$ cat src/rtl/link_tx.sv
// Inter-node transmit stage: elastic FIFO behind the crossbar mux, credit-based
// forwarding onto the link, early backpressure and sticky error flags.
module link_tx #(
    parameter int DataWidth   = 256,
    parameter int FIFODepth   = 8,
    parameter int SkidSlots   = 3,
    parameter int CreditInit  = 128,
    parameter int CreditWidth = 8
) (
    input  logic                   clk,
    input  logic                   rst,
    input  logic [DataWidth-1:0]   in,
    output logic                   out_stall,
    input  logic                   credit_return,
    output logic [DataWidth-1:0]   link_out,
    output logic [CreditWidth-1:0] credit_count,
    output logic                   overflow_err,
    output logic                   credit_err
);

    localparam int PtrW = $clog2(FIFODepth);
    localparam int CntW = PtrW + 1;

    logic [DataWidth-1:0]   mem [FIFODepth];
    logic [PtrW-1:0]        rd_ptr;
    logic [PtrW-1:0]        wr_ptr;
    logic [CntW-1:0]        count;
    logic [CntW-1:0]        count_next;
    logic [CreditWidth-1:0] credit_next;
    logic                   in_valid;
    logic                   full;
    logic                   push;
    logic                   pop;
    logic                   ovf_set;
    logic                   cerr_set;
    logic                   stall_next;

    always_comb begin
        in_valid    = in[DataWidth-1];
        full        = (count == CntW'(FIFODepth));
        // Pop looks only at stored entries, so a packet always sits in the FIFO for a cycle.
        pop         = (count != '0) && (credit_count != '0);
        push        = in_valid && (!full || pop);
        ovf_set     = in_valid && !push;

        count_next  = count;
        case ({push, pop})
            2'b10:   count_next = count + CntW'(1);
            2'b01:   count_next = count - CntW'(1);
            default: count_next = count;
        endcase

        credit_next = credit_count;
        cerr_set    = 1'b0;
        if (pop && !credit_return) begin
            credit_next = credit_count - CreditWidth'(1);
        end else if (!pop && credit_return) begin
            if (credit_count == CreditWidth'(CreditInit)) begin
                cerr_set = 1'b1;
            end else begin
                credit_next = credit_count + CreditWidth'(1);
            end
        end

        stall_next  = (count_next >= CntW'(FIFODepth - SkidSlots));
    end

    always_ff @(posedge clk) begin
        if (push) begin
            mem[wr_ptr] <= in;
        end
    end

    always_ff @(posedge clk or posedge rst) begin
        if (rst) begin
            rd_ptr       <= '0;
            wr_ptr       <= '0;
            count        <= '0;
            credit_count <= CreditWidth'(CreditInit);
            link_out     <= '0;
            out_stall    <= 1'b0;
            overflow_err <= 1'b0;
            credit_err   <= 1'b0;
        end else begin
            if (push) begin
                wr_ptr <= wr_ptr + PtrW'(1);
            end
            if (pop) begin
                rd_ptr <= rd_ptr + PtrW'(1);
            end
            count        <= count_next;
            credit_count <= credit_next;
            link_out     <= pop ? mem[rd_ptr] : '0;
            out_stall    <= stall_next;
            if (ovf_set) begin
                overflow_err <= 1'b1;
            end
            if (cerr_set) begin
                credit_err <= 1'b1;
            end
        end
    end

endmodule

$ cat config.mk
export PLATFORM = sky130hd
export DESIGN_NAME = link_tx
export DESIGN_NICKNAME = d
export VERILOG_FILES = /design/src/rtl/link_tx.sv
export SDC_FILE = /design/constraint.sdc
export NUM_CORES = 2
export LEC_CHECK = 0
export CORE_ASPECT_RATIO = 0.5
export CORE_UTILIZATION = 50
export DETAILED_ROUTE_END_ITERATION = 12
export HOLD_SLACK_MARGIN = 0.05
export PLACE_DENSITY = 0.72
export SLEW_MARGIN = 20
export SYNTH_ARGS = -nofsm -noshare
export SYNTH_HDL_FRONTEND = slang
export SYNTH_SLANG_ARGS = --single-unit
$ cat constraint.sdc
create_clock -name clk -period 19.2 [get_ports clk]
set_input_delay 3.84 -clock clk [delete_from_list [all_inputs] [get_ports clk]]
set_output_delay 3.84 -clock clk [all_outputs]
set_load 0.05 [all_outputs]
Word level (Yosys, flattened, before mapping). Memory sizes are Yosys's and may differ from the RTL's. Cells that the tools add are included.

Memory bits (writable): 2048. Memories: 1. Bits in registers: 277. Input port bits: 259.

Add/sub/neg operators: 6. Eq/ne operators: 5. Reduce and logical (&&, ||, !) cells: 14. Multiplexer cells: 10. Magnitude comparators: 1.

Memory list: mem (words 8, bits a word 256, rd ports 1, clocked after Yosys merged registers in 0, write ports 1, RTL line 24) `logic [DataWidth-1:0] mem [FIFODepth];`.

Operators by type and width (number): 256-bit 2-to-1 mux (1); 8-bit 2-to-1 mux (3); 8-bit by 1-bit adder with 8-bit output (second input constant) (1); 8-bit equality test (second input constant) (1); 4-bit case mux with 2 select lines (1); 8-bit nonzero test (1); 8-bit by 1-bit subtractor with 8-bit output (second input constant) (1); 3-bit by 1-bit adder with 3-bit output (second input constant) (2); 1-bit logical AND (5); 1-bit 2-to-1 mux (5); 4-bit by 1-bit adder with 4-bit output (second input constant) (1); 4-bit equality test (second input constant) (1); 4-bit by 3-bit >= comparator with 1-bit output (second input constant) (1); 1-bit zero test (4); 4-bit nonzero test (1); 4-bit by 1-bit subtractor with 4-bit output (second input constant) (1); 2-bit by 1-bit equality test with 1-bit output (second input constant) (1); 2-bit equality test (second input constant) (1); 2-bit != test (second input constant) (1); 2-bit AND reduction (1); 2-bit nonzero test (1); 1-bit logical OR (1).

Logic depth before layout (Yosys ltp).
Depth after elaboration: 7. Mapped depth: 12. Gate-level depth less buffers: 11.

Least setup slack after synthesis. OpenSTA, ideal clock, no wires.

Kind: in2reg. From: input in[255]. To: memory mem[0][0] (enable). Cell stages on the path: 5. Library setup time: 1.186 ns. Buffers on the path: 1. Arrival time: 21.851 ns. Slack: -3.837 ns. Path through: clkbuf_1 > inv_1 > a31oi_1 > nand2b_1 > nor3_1.

Word-level cells in the longest chain between the ends: 3.

Ends and longest elaborated chain: start: declaration (RTL line 12) `input logic [DataWidth-1:0] in,`; 1-bit logical AND (RTL line 43) `push = in_valid && (!full || pop);`; 1-bit 2-to-1 mux (RTL line 69) `if (push) begin`; 1-bit 2-to-1 mux (implied by the code) (RTL line 70) `mem[wr_ptr] <= in;`; end: declaration (RTL line 24).

No other way between the ends.

Worst setup path in the final report.
From: input in[255]. To: memory mem[2][30] (enable).

The elaborated chain is that of the path after synthesis.

==> results.md <==
- Setup WS post-layout: approximately 10 ns
- Die width: around 590 µm
- Tmin final: just under 9 ns
- CTS tree: yes
- Startpoint Class: input pin
- Die height: slightly below 300 µm
- Dominant cells by area after synthesis: edfxtp_1, mux4_2, dfrtp_1
- Max Clock Skew: around 0.051 ns
- FF-to-FF path depth: 9
- Final instance area: between 90000 and 100000 µm²
- Core area: approximately 170000 µm²
- Worst Setup End Kind: flip-flop
- Die area: roughly 170000 µm²
- Min-Delay Path Class: reg2reg
- Fin. max-slew vios: 0
- RSZ-0062 raised after global routing: no
- Final nets: between 4000 and 5000
- Ports: ~530
- Drt first pass iters: 6
- Crit path DAT: roughly 9 ns
- CP peak stage delay: 0.81 ns
- Clk sinks: approximately 2300
- Final period util: a little under half
- Synthesized Nets: around 3900
- Clock Tree Root: clkbuf_16
- Routed Antenna Nets: 0
- Pwr dens: between 150 and 200 nW/µm²
- Row count: approximately 110
- Post-Synthesis Cells: 3657
- Synth top cells by count: edfxtp_1, mux4_2, dfrtp_1, nor2_1, mux2i_1
- Post-synth ARST share: 11.9%
- Initial antenna violation count: 23
- Required time of the critical path: about 20 ns
- Most frequent CP cell: buf_4
- Maximum VDD drop: about 140 µV
- Largest net degree at the start of global routing: 145
- H-tree level count: 4
- Synthesized area: around 85000 µm²
- Max cap viols: 0
- Ys Warns: 0
- Final wirelength: between 150 and 200 mm
- Via density: roughly 5.7
- RD Place Congestion: between 0.7 and 0.8
- Clock Latency Late Sink: ~0.84 ns
- Layout cells sized above 1: between 10% and 20%
- WL/cell: ~26 µm
- Layout Area Growth over Synthesis: 17.3%
- Hold depth: 1
- CP Cell Sequence: clkdlybuf4s50_1, inv_1, a31oi_1, nand2b_1, nor2_4, buf_4, buf_4, buf_4, buf_4
- Worst Hold Launch: credit_err
- Setup TNS: 0 ns
- FMAX: about 110 MHz
- Hpwl dp: about 100 mm
- FF+latch count, synth: 2325
- DP Worst Slack: 9.61 ns
- Post-CTS setup buffer count: 0
- Hold Vio Cnt, Final: 0
- Hold EP: credit_err
- Top_reg_cell synth: edfxtp_1
- Most frequent cell after synthesis: edfxtp_1
- Crit Reg-Reg Startpoint: credit_count[0]
- Crit path max fanout: 50
- I/O Buffers: between 500 and 600
- Sequential share of the synthesized area: between 80% and 90%
- Vias post-DR: 38100
- Cell Area, Placed: ~93000 µm²
- Final count of negative-setup-slack endpoints: 0
- Number of global-route vias before repair: 40700
- DRC viols: 0
- All-Layer GR Usage: 20.7%
- Slew @ Worst Pin: between 1 and 1.5 ns
- Pleak: 33.3 nW
- Number of synthesized flops with an enable pin: 2048
- Starting DRC count in detailed routing: about 2900
- Biggest area consumer among synthesized cells: edfxtp_1
- Maximum clock path buffer count: 4
- Synth Area per Inst: 23.3 µm²
- CTS clk-pin slew, worst paths: 0.07 ns
- FF-to-FF End: mem[2][30]
- Hold_buf cts: 0
- Relative slew slack: between 20 and 30%
- Top-area cell type share of the netlist area: between 70% and 80%
- First-pass GRT wire length: around 260 mm
- Critical Path Slowest Stage Cell: clkdlybuf4s50_1
- Gr ovfl total: 0
- Starting Density: between 50% and 60%
- Crit Path Class: in2reg
- Synth unique cells: between 40 and 50
- Status: completed
- TritonCTS Buffers: 200
- CTS resizes: 0
- FF-to-FF setup slack: between 10 and 15 ns
## worst max path at each step
stage	startpoint	end	slack [ns]	depth (start not counted)
final	in[255]	mem[2][30]	10.42	9
after global routing	in[255]	mem[2][30]	10.22	9
after CTS	in[255]	mem[2][13]	10.43	9
after detailed placement	in[255]	mem[2][25]	9.61	9
after global placement	in[255]	mem[2][25]	9.67	9
after floorplan	in[255]	mem[4][0]	3.04	5
## worst max-delay path, delay by kind of cell
family | cells | cell delay, ns
buf+inv | 6 | 3.99
compound gates | 1 | 0.45
simple gates | 2 | 0.55
## registers in the layout, indices dropped and copies added, names as in the netlist
name and count:
out_stall 1, link_out 256, count 4, credit_err 1
wr_ptr 3, overflow_err 1, rd_ptr 3, mem 2048
credit_count 8
## cells in the final DEF (no fill, tap or decap), drive strengths merged, types with 3 or more instances in the layout
| cell type | instances |
|---|---|
| nand2b | 3 |
| clkinv | 45 |
| xnor2 | 8 |
| edfxtp | 2048 |
| mux2i | 258 |
| nor3 | 5 |
| o21ai | 8 |
| diode | 16 |
| inv | 14 |
| or3 | 3 |
| a21o | 3 |
| ha | 12 |
| clkbuf | 291 |
| mux4 | 512 |
| or4 | 3 |
| buf | 63 |
| nor2 | 269 |
| dfrtp | 276 |
| nand3 | 3 |
| a21oi | 4 |
| nand2 | 25 |
| clkinvlp | 7 |
| bufinv | 15 |
| xor2 | 4 |
| clkdlybuf4s50 | 525 |
## through the flow
step / instances / util, % / power, W / hold slack (ns)
after floorplan: 3657 / - / 0.0104 / 0.487
after global placement: 6333 / 55.4 / 0.0119 / 0.459
after detailed placement: 6333 / 55.4 / 0.0119 / 0.467
after CTS: 6691 / 59.3 / 0.0160 / 0.483
after global routing: 6710 / 59.3 / 0.0164 / 0.495
final: 6710 / 59.3 / 0.0158 / 0.475
## layer usage
layer | routed length (µm) | GRT usage (%) | vias to the layer above | part of all wire (%)
met1 | 69100 | 26.4 | 20700 | 39
met2 | 95800 | 36.9 | 906 | 54
li1 | - | - | 16200 | -
met4 | 4600 | 6.25 | 10 | 2.6
met3 | 7680 | 3.02 | 268 | 4.3
met5 | 57 | 0 | - | 0.032
## final cells by class
type / instances / area [µm²]
Antenna cell: 16 / 40.0
Inverter: 14 / 60.1
Multi-Input combinational cell: 1141 / 15900
Clock inverter: 67 / 714
Timing Repair Buffer: 588 / 5900
Sequential cell: 2325 / 68400
Fill cell: 11600 / 68300
Clock buffer: 291 / 5760
Tap cell: 2268 / 2840
## where the power goes
group / internal [W] / total [W] / switching, W
combinational: 0.00203 / 0.00509 / 0.00306
sequential: 0.00634 / 0.00667 / 0.000324
clock: 0.00228 / 0.00401 / 0.00173
total: 0.0107 / 0.0158 / 0.00512
## logic make-up (layout without fill, tap and decap cells)
kind of cell / count (synthesis) / after routing / synth area share [%]
AO/OA/AOI/OAI: 29 / 29 / 0.265
buffers and inverters: 191 / 960 / 0.849
adder cells (fa/ha/maj): 14 / 14 / 0.224
XOR/XNOR: 12 / 12 / 0.124
multiplexers: 770 / 770 / 16.6
AND/OR/NAND/NOR: 316 / 316 / 1.46
flip-flops: 2325 / 2325 / 80.5
other: 0 / 16 / 0
Power figures use the tool's default switching activity.
